==> config.mk <==
export PLATFORM = sky130hd
export DESIGN_NAME = sub_bytes_seq
export DESIGN_NICKNAME = d
export VERILOG_FILES = /design/src/rtl/sub_bytes_seq_pkg.sv /design/src/rtl/sub_bytes_seq_sbox.sv /design/src/rtl/sub_bytes_seq.sv
export SDC_FILE = /design/constraint.sdc
export NUM_CORES = 1
export LEC_CHECK = 0
export BUFFER_PORTS_ARGS = -buffer_cell sky130_fd_sc_hd__buf_2
export CORE_MARGIN = 2
export CORE_UTILIZATION = 25
export CTS_CLUSTER_DIAMETER = 100
export CTS_CLUSTER_SIZE = 30
export DETAILED_ROUTE_END_ITERATION = 10
export PLACE_DENSITY = 0.43
export SLEW_MARGIN = 10
export SYNTH_ARGS = -nofsm -noshare
export SYNTH_HDL_FRONTEND = slang
export SYNTH_SLANG_ARGS = --single-unit
export TNS_END_PERCENT = 20
==> constraint.sdc <==
create_clock -name clk -period 9.3 [get_ports clk]
set_input_delay 0.465 -clock clk [delete_from_list [all_inputs] [get_ports clk]]
set_output_delay 0.465 -clock clk [all_outputs]
set_load 0.02 [all_outputs]
==> src/rtl/sub_bytes_seq_pkg.sv <==
// Shared AES round-stage definitions: block geometry, FSM encoding and the
// forward S-box table with its lookup helper.
package sub_bytes_seq_pkg;

   localparam int unsigned AES_BLOCK_W   = 128;
   localparam int unsigned AES_BYTE_W    = 8;
   localparam int unsigned AES_NUM_BYTES = 16;

   // Encoding shared with the sibling round stages.
   typedef enum logic [1:0] {
      ST_IDLE = 2'd0,
      ST_BUSY = 2'd1,
      ST_DONE = 2'd2
   } fsm_state_t;

   // Forward S-box, entry 0 in the most significant byte.
   localparam logic [2047:0] SBOX_TABLE = {
      128'h637c777bf26b6fc53001672bfed7ab76,
      128'hca82c97dfa5947f0add4a2af9ca472c0,
      128'hb7fd9326363ff7cc34a5e5f171d83115,
      128'h04c723c31896059a071280e2eb27b275,
      128'h09832c1a1b6e5aa0523bd6b329e32f84,
      128'h53d100ed20fcb15b6acbbe394a4c58cf,
      128'hd0efaafb434d338545f9027f503c9fa8,
      128'h51a3408f929d38f5bcb6da2110fff3d2,
      128'hcd0c13ec5f974417c4a77e3d645d1973,
      128'h60814fdc222a908846eeb814de5e0bdb,
      128'he0323a0a4906245cc2d3ac629195e479,
      128'he7c8376d8dd54ea96c56f4ea657aae08,
      128'hba78252e1ca6b4c6e8dd741f4bbd8b8a,
      128'h703eb5664803f60e613557b986c11d9e,
      128'he1f8981169d98e949b1e87e9ce5528df,
      128'h8ca1890dbfe6426841992d0fb054bb16
   };

   // Entry v sits at bit offset (255 - v) * 8, and ~v equals 255 - v.
   function automatic logic [AES_BYTE_W-1:0] sbox_lookup(input logic [AES_BYTE_W-1:0] value);
      return SBOX_TABLE[{~value, 3'b000} +: 8];
   endfunction

endpackage

==> src/rtl/sub_bytes_seq_sbox.sv <==
// Purely combinational AES forward S-box, one byte in, one byte out.
module sbox
   import sub_bytes_seq_pkg::*;
(
   input  logic [AES_BYTE_W-1:0] byte_val,
   output logic [AES_BYTE_W-1:0] sub_val
);

   // Table lookup of the substituted byte.
   always_comb begin
      sub_val = sbox_lookup(byte_val);
   end

endmodule

==> src/rtl/sub_bytes_seq.sv <==
// Iterative SubBytes stage: substitutes LANES bytes of the AES state per
// cycle, walking from byte 0 (MSB byte) upward, with valid/ready on both sides.
module sub_bytes_seq
   import sub_bytes_seq_pkg::*;
#(
   parameter int unsigned LANES = 1
)
(
   input  logic                   clk,
   input  logic                   rst,
   input  logic                   in_valid,
   output logic                   in_ready,
   input  logic [AES_BLOCK_W-1:0] in_data,
   output logic                   out_valid,
   input  logic                   out_ready,
   output logic [AES_BLOCK_W-1:0] out_data
);

   localparam int unsigned N_STEPS = AES_NUM_BYTES / LANES;
   localparam int unsigned CNT_W   = (N_STEPS > 1) ? $clog2(N_STEPS) : 1;
   localparam logic [CNT_W-1:0] CNT_LAST = CNT_W'(N_STEPS - 1);
   localparam logic [CNT_W-1:0] CNT_ONE  = CNT_W'(1);
   // Truncates to zero for LANES=16, where the counter only ever holds 0.
   localparam logic [3:0] LANES_4B = 4'(LANES);

   fsm_state_t             state_r;
   fsm_state_t             state_next_s;
   logic [CNT_W-1:0]       cnt_r;
   logic [CNT_W-1:0]       cnt_next_s;
   logic [AES_BLOCK_W-1:0] work_r;
   logic [AES_BLOCK_W-1:0] work_next_s;
   logic [AES_BLOCK_W-1:0] sub_state_s;
   logic                   in_ready_r;
   logic                   out_valid_r;

   logic [3:0]             base_s;
   logic [AES_BYTE_W-1:0]  work_bytes_s [AES_NUM_BYTES];
   logic [AES_BYTE_W-1:0]  sub_bytes_s  [AES_NUM_BYTES];
   logic [AES_BYTE_W-1:0]  lane_in_s    [LANES];
   logic [AES_BYTE_W-1:0]  lane_out_s   [LANES];

   // Split the working register into bytes and route the current group to the lanes.
   always_comb begin
      base_s = 4'(cnt_r) * LANES_4B;
      for (int k = 0; k < AES_NUM_BYTES; k++) begin
         work_bytes_s[k] = work_r[AES_BLOCK_W-1-8*k -: 8];
      end
      for (int j = 0; j < LANES; j++) begin
         lane_in_s[j] = work_bytes_s[base_s + 4'(j)];
      end
   end

   genvar g;
   generate
      for (g = 0; g < LANES; g++) begin : g_lane
         sbox u_sbox (
            .byte_val (lane_in_s[g]),
            .sub_val  (lane_out_s[g])
         );
      end
   endgenerate

   // Write the lane results back into their byte positions of the state.
   always_comb begin
      for (int k = 0; k < AES_NUM_BYTES; k++) begin
         sub_bytes_s[k] = work_bytes_s[k];
      end
      for (int j = 0; j < LANES; j++) begin
         sub_bytes_s[base_s + 4'(j)] = lane_out_s[j];
      end
      for (int k = 0; k < AES_NUM_BYTES; k++) begin
         sub_state_s[AES_BLOCK_W-1-8*k -: 8] = sub_bytes_s[k];
      end
   end

   // Next-state, counter and working-register update logic.
   always_comb begin
      state_next_s = state_r;
      cnt_next_s   = cnt_r;
      work_next_s  = work_r;
      case (state_r)
         ST_IDLE: begin
            if (in_valid) begin
               work_next_s  = in_data;
               cnt_next_s   = {CNT_W{1'b0}};
               state_next_s = ST_BUSY;
            end else begin
               state_next_s = ST_IDLE;
            end
         end
         ST_BUSY: begin
            work_next_s = sub_state_s;
            if (cnt_r == CNT_LAST) begin
               state_next_s = ST_DONE;
            end else begin
               cnt_next_s   = cnt_r + CNT_ONE;
            end
         end
         ST_DONE: begin
            if (out_ready) begin
               state_next_s = ST_IDLE;
            end else begin
               state_next_s = ST_DONE;
            end
         end
         default: begin
            state_next_s = ST_IDLE;
            cnt_next_s   = {CNT_W{1'b0}};
         end
      endcase
   end

   // State, counter, working register and registered handshake outputs.
   always_ff @(posedge clk) begin
      if (rst) begin
         state_r     <= ST_IDLE;
         cnt_r       <= {CNT_W{1'b0}};
         work_r      <= {AES_BLOCK_W{1'b0}};
         in_ready_r  <= 1'b1;
         out_valid_r <= 1'b0;
      end else begin
         state_r     <= state_next_s;
         cnt_r       <= cnt_next_s;
         work_r      <= work_next_s;
         in_ready_r  <= (state_next_s == ST_IDLE);
         out_valid_r <= (state_next_s == ST_DONE);
      end
   end

   assign in_ready  = in_ready_r;
   assign out_valid = out_valid_r;
   assign out_data  = work_r;

endmodule

==> reports/results.ini <==
[sta]
fin_skew_ps = 12.91
rsz0062_at_grt = false
final.period_utilization_pct = 66.51
worst_pin_slew_ps = 1223
hold_viol = 0
final_max_slew_viol_count = 0
max_slew_margin_pct = 18.47
fmaxAchievable_ghz = 0.1617
fin_setup_tns_ps = 0
whs_ps = 348.7
finalSetupViolCount = 0
post-route-min-period_ps = 6185

[clock_tree]
post_cts_buffers = 0
clk_pin_slew_ps = 70
cts_tree = done
cts.sinks = 136
cts_max_level = 4
cts_resized = 0
cts_made_buffers = 17
cts_hold_buf = 0
clkLatencyLatePin_ps = 440
cts_root_buf = clkbuf_16
cts_buffer_depth = 2

[drt]
via_count = 13930
wl_per_cell_microns = 29.62
drt-initial-drc-count = 1635
wl_microns = 65170
first_pass_iters = 5
drcViolationCount = 0
antenna_left = 0
vias_per_cell = 6.334

[finish]
drive_gt1_share_pct = 25.81
area_growth_pct = 19.66
ff_latch_area_sq_um = 2725
nets = 1745
diodes = 0
fill_cells = 4936
multi_input_comb_area_sq_um = 7542

[min_path]
hold_path.class = input port to flop

[pwr]
vdd_drop_max_uv = 120.7
power.density_nw_per_um2 = 201.1
p_leak_uw = 0.005278

[yosys]
synth_commonest_cells = a21oi_1 (180), dfxtp_1 (136), and3_1 (107), nand2_1 (98), nand3_1 (83)
syn_nets = 1582
yosysMostFrequentCell = a21oi_1
synth_top_area_share_pct = 24.61
synth_area_sq_um = 11060
synth_edf_count = 0
yosysWarnings = 0
synth.avg_cell_area_sq_um = 7.725
synthDistinctLibCells = 83
yosys.area.top_type = dfxtp_1
ys_seq_area_share_pct = 24.61
synth-seq-cells = 136
synth_ff_type = dfxtp_1
postSynthCellCount = 1432
synth_area_leaders = dfxtp_1 (25%), a21oi_1 (8.1%), and3_1 (6.1%), mux4_2 (5.9%), o22ai_1 (4.5%)
synth-async-reset-ratio_pct = 0

[global_route]
antenna_found_initial = 0
grt_pass1_vias = 13610
overflow = 0
grtUsageTotal_pct = 27.23
grt_max_degree = 122
grt_pass1_wl_microns = 94740

[worst_setup_path]
crit_top_cell = buf_4
worst_path_max_delay_cell = a211oi_4
path_cells = mux4_2 -> mux2_2 -> mux2i_4 -> buf_4 -> inv_2 -> buf_4 -> o21ai_1 -> nor2_1 -> nor3_1 -> o211ai_1 -> a211oi_4 -> o22ai_1
critPathMaxStageDelay_ps = 970
cp.arrival_ps = 6470
crit_path_start_kind = flop
end_kind = flop
path_class = flop to flop
required_ps = 9590
crit_fanout = 44

[die]
fp.dieH_microns = 214.4
die_x_microns = 214.4
dieArea_sq_um = 45950
start_util_pct = 25.18
num_rows = 77
io_pins = 262
core_area_sq_um = 43930

[place]
place_congestion = 0.9822
portBuffers = 261
hpwl_microns = 45580

[status]
status = finished clean

[flow_run]
maxCapViolations = 0

[stage by stage]
step	cell area, sq um	power [uW]	instances	setup slack [ps]	utilization [%]
after floorplan	11060	1473	1432	5242	-
final	13240	2662	2200	3115	30.13
after global routing	13240	2745	2200	2846	30.13
after CTS	13240	2608	2200	3227	30.13
after global placement	12670	1968	2168	3362	28.85
after detailed placement	12670	1946	2168	3233	28.85
[area by class of cell]
class                           instances  share of cell area (%)
Clock buffer                           19                   3.346
Tap cell                              592                   5.596
Inverter                               11                  0.3119
Clock inverter                         13                  0.9075
Sequential cell                       136                   20.59
Multi-Input combinational cell       1126                   56.98
Timing Repair Buffer                  303                   12.27
[power by group]
group / switching (uW) / internal, uW
clock: 292 / 377
sequential: 46.4 / 622
combinational: 967 / 359
total: 1300 / 1360
[critical path: cells and delay by family, from the launching register on]
family / cells / cell delay [ps]
flops: 1 / 900
compound gates: 4 / 2040
mux: 3 / 1100
buf+inv: 3 / 1290
simple gates: 2 / 650
[flip-flops by register name (all words and copies together) (netlist names)]
name       count
state_r        2
out_data     128
in_ready       1
out_valid      1
cnt_r          4
[per-layer routing]
layer  vias up  share of wire (%)  track usage, %
met1      6786                 40           34.46
met4         0                5.0           13.33
li1       5965                  -               -
met2       999                 46           44.52
met3       184                9.2           5.021
met5         -                  0               0
[cell usage in the layout, fill, tap and decap left out, types with 6 or more instances in the layout]
cell	n
buf_2	260
a21oi_1	180
dfxtp_1	134
and3_1	107
nand2_1	98
nand3_1	81
o22ai_1	80
nor2_1	75
o21ai_0	44
buf_4	43
nor3_1	34
o221ai_1	34
mux4_2	29
nand4_1	28
a31oi_1	27
o211ai_1	23
a21o_1	22
a211oi_1	21
o32ai_1	19
ha_1	18
clkbuf_16	17
mux2i_1	16
o21ai_1	14
a22oi_1	13
o22ai_2	10
a22o_1	9
and2_1	9
o31ai_1	9
a311oi_1	9
nor2b_1	8
inv_1	7
a221oi_1	7
a32o_1	6
a221o_1	6
[cells by family after synthesis]
kind of cell             synth area share, %
flip-flops                             24.61
XOR/XNOR                              0.1584
AND/OR/NAND/NOR                        22.05
AO/OA/AOI/OAI                          35.80
multiplexers                           7.861
adder cells (fa/ha/maj)                2.036
buffers and inverters                  7.488
[final timing paths]
path / startpoint / to / slack [ps] / cells after the start
max: cnt_r[2] / out_data[127] / 3110 / 12
min: in_data[3] / out_data[3] / 350 / 3
max reg2reg: cnt_r[2] / out_data[127] / 3110 / 12
min reg2reg: out_data[11] / out_data[11] / 560 / 2
Power figures use the tool's default switching activity.
